$ cat src/rtl/libv_stream_mux.sv
// rtl/libv_stream_mux.sv - N-to-1 round-robin stream mux with packet lock and registered output
module libv_stream_mux #(
  parameter int N    = 4,
  parameter int W    = 32,
  parameter int LOCK = 1
) (
  input  logic                clk,
  input  logic                rst_n,
  input  logic [N-1:0]        in_vld,
  input  logic [N-1:0][W-1:0] in_data,
  input  logic [N-1:0]        in_last,
  output logic [N-1:0]        in_rdy,
  output logic                out_vld,
  output logic [W-1:0]        out_data,
  output logic                out_last,
  output logic [N-1:0]        out_sel,
  input  logic                out_rdy
);

  localparam int IW = (N > 1) ? $clog2(N) : 1;

  typedef enum logic {
    ST_IDLE   = 1'b0,
    ST_LOCKED = 1'b1
  } state_t;

  state_t        state_q;
  state_t        state_d;
  logic [IW-1:0] lock_idx_q;
  logic [IW-1:0] lock_idx_d;
  logic [IW-1:0] ptr_q;
  logic [IW-1:0] ptr_d;
  logic [IW-1:0] gnt_idx;
  logic [N-1:0]  grant;
  logic          gnt_any;
  logic          adv;
  logic          acc;
  logic          acc_last;
  logic [W-1:0]  sel_data;

  // The output register can take a new beat when empty or draining this cycle.
  assign adv      = ~out_vld | out_rdy;
  // Ready is suppressed while reset is asserted so no beat is consumed and lost.
  assign in_rdy   = (rst_n && adv) ? grant : '0;
  // A grant always implies the granted channel is valid, so this is a real transfer.
  assign acc      = rst_n & adv & gnt_any;
  assign acc_last = in_last[gnt_idx];
  assign sel_data = in_data[gnt_idx];

  // Grant: locked channel only, otherwise first valid channel at or after ptr.
  always_comb begin
    logic [IW-1:0] idx;
    grant   = '0;
    gnt_idx = '0;
    gnt_any = 1'b0;
    idx     = '0;
    if (state_q == ST_LOCKED) begin
      gnt_idx = lock_idx_q;
      if (in_vld[lock_idx_q]) begin
        grant[lock_idx_q] = 1'b1;
        gnt_any           = 1'b1;
      end
    end else begin
      // Walk the search order backwards so the nearest candidate to ptr is written last.
      for (int k = N - 1; k >= 0; k--) begin
        idx = IW'((int'(ptr_q) + k) % N);
        if (in_vld[idx]) begin
          grant      = '0;
          grant[idx] = 1'b1;
          gnt_idx    = idx;
          gnt_any    = 1'b1;
        end
      end
    end
  end

  // Next state: enter lock on a non-last beat, release and advance ptr when arbitration ends.
  always_comb begin
    state_d    = state_q;
    lock_idx_d = lock_idx_q;
    ptr_d      = ptr_q;
    if (acc) begin
      if ((LOCK == 0) || acc_last) begin
        ptr_d   = (gnt_idx == IW'(N - 1)) ? '0 : gnt_idx + IW'(1);
        state_d = ST_IDLE;
      end else begin
        state_d    = ST_LOCKED;
        lock_idx_d = gnt_idx;
      end
    end
  end

  // Arbitration state registers.
  always_ff @(posedge clk) begin
    if (!rst_n) begin
      state_q    <= ST_IDLE;
      lock_idx_q <= '0;
      ptr_q      <= '0;
    end else begin
      state_q    <= state_d;
      lock_idx_q <= lock_idx_d;
      ptr_q      <= ptr_d;
    end
  end

  // Output stage: load the granted beat, or go empty; payload is kept when empty.
  always_ff @(posedge clk) begin
    if (!rst_n) begin
      out_vld  <= 1'b0;
      out_data <= '0;
      out_last <= 1'b0;
      out_sel  <= '0;
    end else if (adv) begin
      if (acc) begin
        out_vld  <= 1'b1;
        out_data <= sel_data;
        out_last <= acc_last;
        out_sel  <= grant;
      end else begin
        out_vld  <= 1'b0;
        out_sel  <= '0;
      end
    end
  end

endmodule

$ cat config.mk
export PLATFORM = sky130hd
export DESIGN_NAME = libv_stream_mux
export DESIGN_NICKNAME = d
export VERILOG_FILES = /design/src/rtl/libv_stream_mux.sv
export SDC_FILE = /design/constraint.sdc
export NUM_CORES = 1
export LEC_CHECK = 0
export CAP_MARGIN = 20
export CORE_ASPECT_RATIO = 1.75
export CORE_UTILIZATION = 44
export CTS_BUF_LIST = sky130_fd_sc_hd__clkbuf_4
export DETAILED_ROUTE_END_ITERATION = 7
export PLACE_DENSITY_LB_ADDON = 0.15
export SLEW_MARGIN = 10
export SYNTH_ARGS = -nofsm -noshare
export SYNTH_HDL_FRONTEND = slang
export SYNTH_SLANG_ARGS = --single-unit
export TNS_END_PERCENT = 10
$ cat constraint.sdc
create_clock -name clk -period 6.7 [get_ports clk]
set_input_delay 1.34 -clock clk [delete_from_list [all_inputs] [get_ports clk]]
set_output_delay 1.34 -clock clk [all_outputs]
set_load 0.01 [all_outputs]
==> flow_metrics.tcl <==
set metrics [dict create \
    synth_top_family_by_area "compound AO/OA/AOI/OAI gates" \
    crit_path_frequent_cell "clkdlybuf4s50_1" \
    grt_first_pass_wirelength_um 15900 \
    start_util_pct 45.9 \
    rr_endpoint "ptr_q[1]" \
    num_antenna_cells 0 \
    cp-end-kind "output pin" \
    grt_max_degree 59 \
    finClkSkew_ns 0.0105 \
    synth-simple-area-share_pct 15.1 \
    ios 181 \
    max_slew.worst_pin.slew_ns 0.898 \
    yosys.area.top_type "dfxtp_1" \
    die_area_um2 8030 \
    io_buffers 180 \
    synth.top_cell.area_share_pct 25.5 \
    vias_per_cell 5.67 \
    cts_hold_buf 0 \
    cp.required_ns 5.36 \
    drt_iter0_markers 159 \
    postCtsSetupBuffers 0 \
    areaGrowthSynthToFinish_pct 51.2 \
    r2r-start "ptr_q[0]" \
    slew_violations 0 \
    cts_resized 0 \
    synth_compound_gate_area_share_pct 26.2 \
    min_from "out_last" \
    r2r_setup_slack_ns 2.47 \
    ys_seq_area_share_pct 25.5 \
    numCtsBuffers 5 \
    hold_violations 0 \
    rsz0062_at_grt "no" \
    clock_sink_count 43 \
    nNetsFinal 655 \
    fmax_ghz 0.183 \
    synthMuxAreaShare_pct 21.8 \
    critPathKind "primary input to output pin" \
    slowest_delay_ns 0.63 \
    status "completed" \
    cts_buffer_depth 2 \
    drc_errors 0 \
    htreeDepth 2 \
    clock_latency_ns 0.35 \
    fin_crit_ns 5.46 \
    drive_gt1_share_pct 10.0 \
    cp_max_fo 11 \
    synth_nets 496 \
    p_leak_uw 0.00202 \
    antenna_found_initial 0 \
    syn_inst 349 \
    hp-class "flop to flop" \
    fill_cells 609 \
    async_flop_share_pct 0 \
    synth_xor_area_share_pct 0.260 \
    cts_root_buf "clkbuf_4" \
    grt.total_usage_pct 25.9 \
    finalSetupViolCount 0 \
    p_per_area_nw_per_um2 388 \
    dp_cells 587 \
    min_to "out_last" \
    final_common_cell "clkdlybuf4s50_1" \
    first_pass_iters 4 \
    slowest_stage "mux4_2" \
    total_power_uw 1980 \
    cap_violations 0 \
    avgSynthCellArea_um2 9.66 \
    path_cells "clkdlybuf4s50_1 -> mux4_2 -> nor2b_1 -> a221oi_1 -> nor3_1 -> a21oi_1 -> o31ai_1 -> clkdlybuf4s50_1" \
    final_cell_mix "180 x clkdlybuf4s50_1, 58 x mux2i_1, 49 x nand2_1" \
    synth-seq-cells 43 \
    die_width_um 68.2 \
    synth_edf_count 0 \
    synth_cell_types 59 \
    core_area_um2 7340 \
    routed_wl_um 10600 \
    die_h_um 118 \
    grt_pass1_vias 3218 \
    relSlewSlack_pct 40.1 \
    tns_ns 0 \
    holdPathStages 1 \
    ant_nets 0 \
    final_cells 595 \
    worstPathArrival_ns 4.12 \
    gp_congestion 0.908 \
    min_period_over_period_pct 81.4 \
    post_drt_wl_per_cell_um 17.8 \
    dp_hpwl_um 8530 \
    synthFlopType "dfxtp_1" \
    synth_fa_ha_area_share_pct 2.97 \
    row_count 41 \
    grt_overflow 0 \
    peakVddDrop_uv 455 \
    cts.clk_slew.worst_paths_ns 0.13 \
    netlist_area_um2 3370 \
    cts_tree "done" \
    num_vias 3373 \
    ys_top_cells_by_area "dfxtp_1 26%, mux2i_1 17%, o221ai_2 8.9%" \
    r2r_cells 10 \
    start_kind "primary input" \
    ys_warn_count 0 \
]
-- layer usage --
layer	global-route usage, %	share of wire, %	up-vias
li1	-	-	1639
met1	25.9	35	1577
met2	50.4	55	139
met3	3.59	7.1	18
met4	8.59	2.6	0
met5	0	0	-
-- how the worst max path moves through the flow --
stage                         start   endpoint  slack (ns)
after global routing      in_vld[0]  in_rdy[0]        1.05
after detailed placement  in_vld[1]  in_rdy[2]        1.25
after CTS                 in_vld[1]  in_rdy[2]        1.26
final                     in_vld[1]  in_rdy[2]        1.24
after floorplan           in_vld[1]  in_rdy[2]        2.36
after global placement    in_vld[1]  in_rdy[2]        1.35
-- metrics by stage --
step / util, % / cell area, um^2 / setup slack [ns] / hold slack, ns
3_5_place_dp: 68.7 / 5040 / 1.25 / 0.446
3_3_place_gp: 68.7 / 5040 / 1.35 / 0.439
6_report: 69.5 / 5090 / 1.24 / 0.472
5_1_grt: 69.5 / 5090 / 1.05 / 0.497
2_1_floorplan: - / 3370 / 2.36 / 0.496
4_1_cts: 69.5 / 5090 / 1.26 / 0.477
-- synth_stat cells (2+ instances only) --
library cell / count
mux2i_1: 58
a32oi_1: 2
buf_8: 3
a21oi_1: 10
buf_2: 8
o21ai_0: 18
nand2_1: 49
o311ai_0: 4
or2_4: 2
ha_1: 8
o31ai_1: 2
a21o_1: 3
o311ai_1: 5
a32o_1: 2
clkbuf_1: 5
mux4_2: 3
buf_6: 8
nand2b_1: 4
nor3_1: 4
o221ai_2: 20
a211oi_1: 2
a31oi_1: 2
a21boi_0: 9
buf_4: 3
o221ai_1: 3
and3_1: 13
nor2b_1: 4
a221o_1: 2
nand3_1: 4
a221oi_1: 3
and2_1: 3
inv_1: 5
nor2_1: 9
dfxtp_1: 43
a22oi_1: 2
-- where the power goes --
part	switching (uW)	internal [uW]	total, uW
combinational	711	695	1410
sequential	81.3	357	439
clock	86.7	44.7	131
-- sequential cells by signal, summed over array words and instances (netlist names) --
name	flops
state_q	1
out_last	1
out_sel	4
out_vld	1
ptr_q	2
out_data	32
lock_idx_q	2
-- cells by family after synthesis --
kind of cell | after synthesis
AOI/OAI and AO/OA | 98
xor gates and xnor gates | 1
adders and majority gates | 8
buffers and inverters | 35
DFF | 43
muxes | 65
and+or+nand+nor | 99
-- worst max-delay path: cells and delay by family --
kind | cells | cell delay, ns
buf+inv | 2 | 1.19
simple gates | 2 | 0.51
mux | 1 | 0.63
compound gates | 3 | 0.46
-- cell type report --
type / instances / area [um^2] / share of cell area (%)
inverters: 5 / 18.8 / 0.368
repair buffers: 182 / 1820 / 35.7
multi-input cells: 271 / 2230 / 43.8
clock buffers: 6 / 45.0 / 0.884
well taps: 86 / 108 / 2.11
flip-flops and latches: 43 / 861 / 16.9
clock inverters: 2 / 12.5 / 0.246
Power figures use the tool's default switching activity.
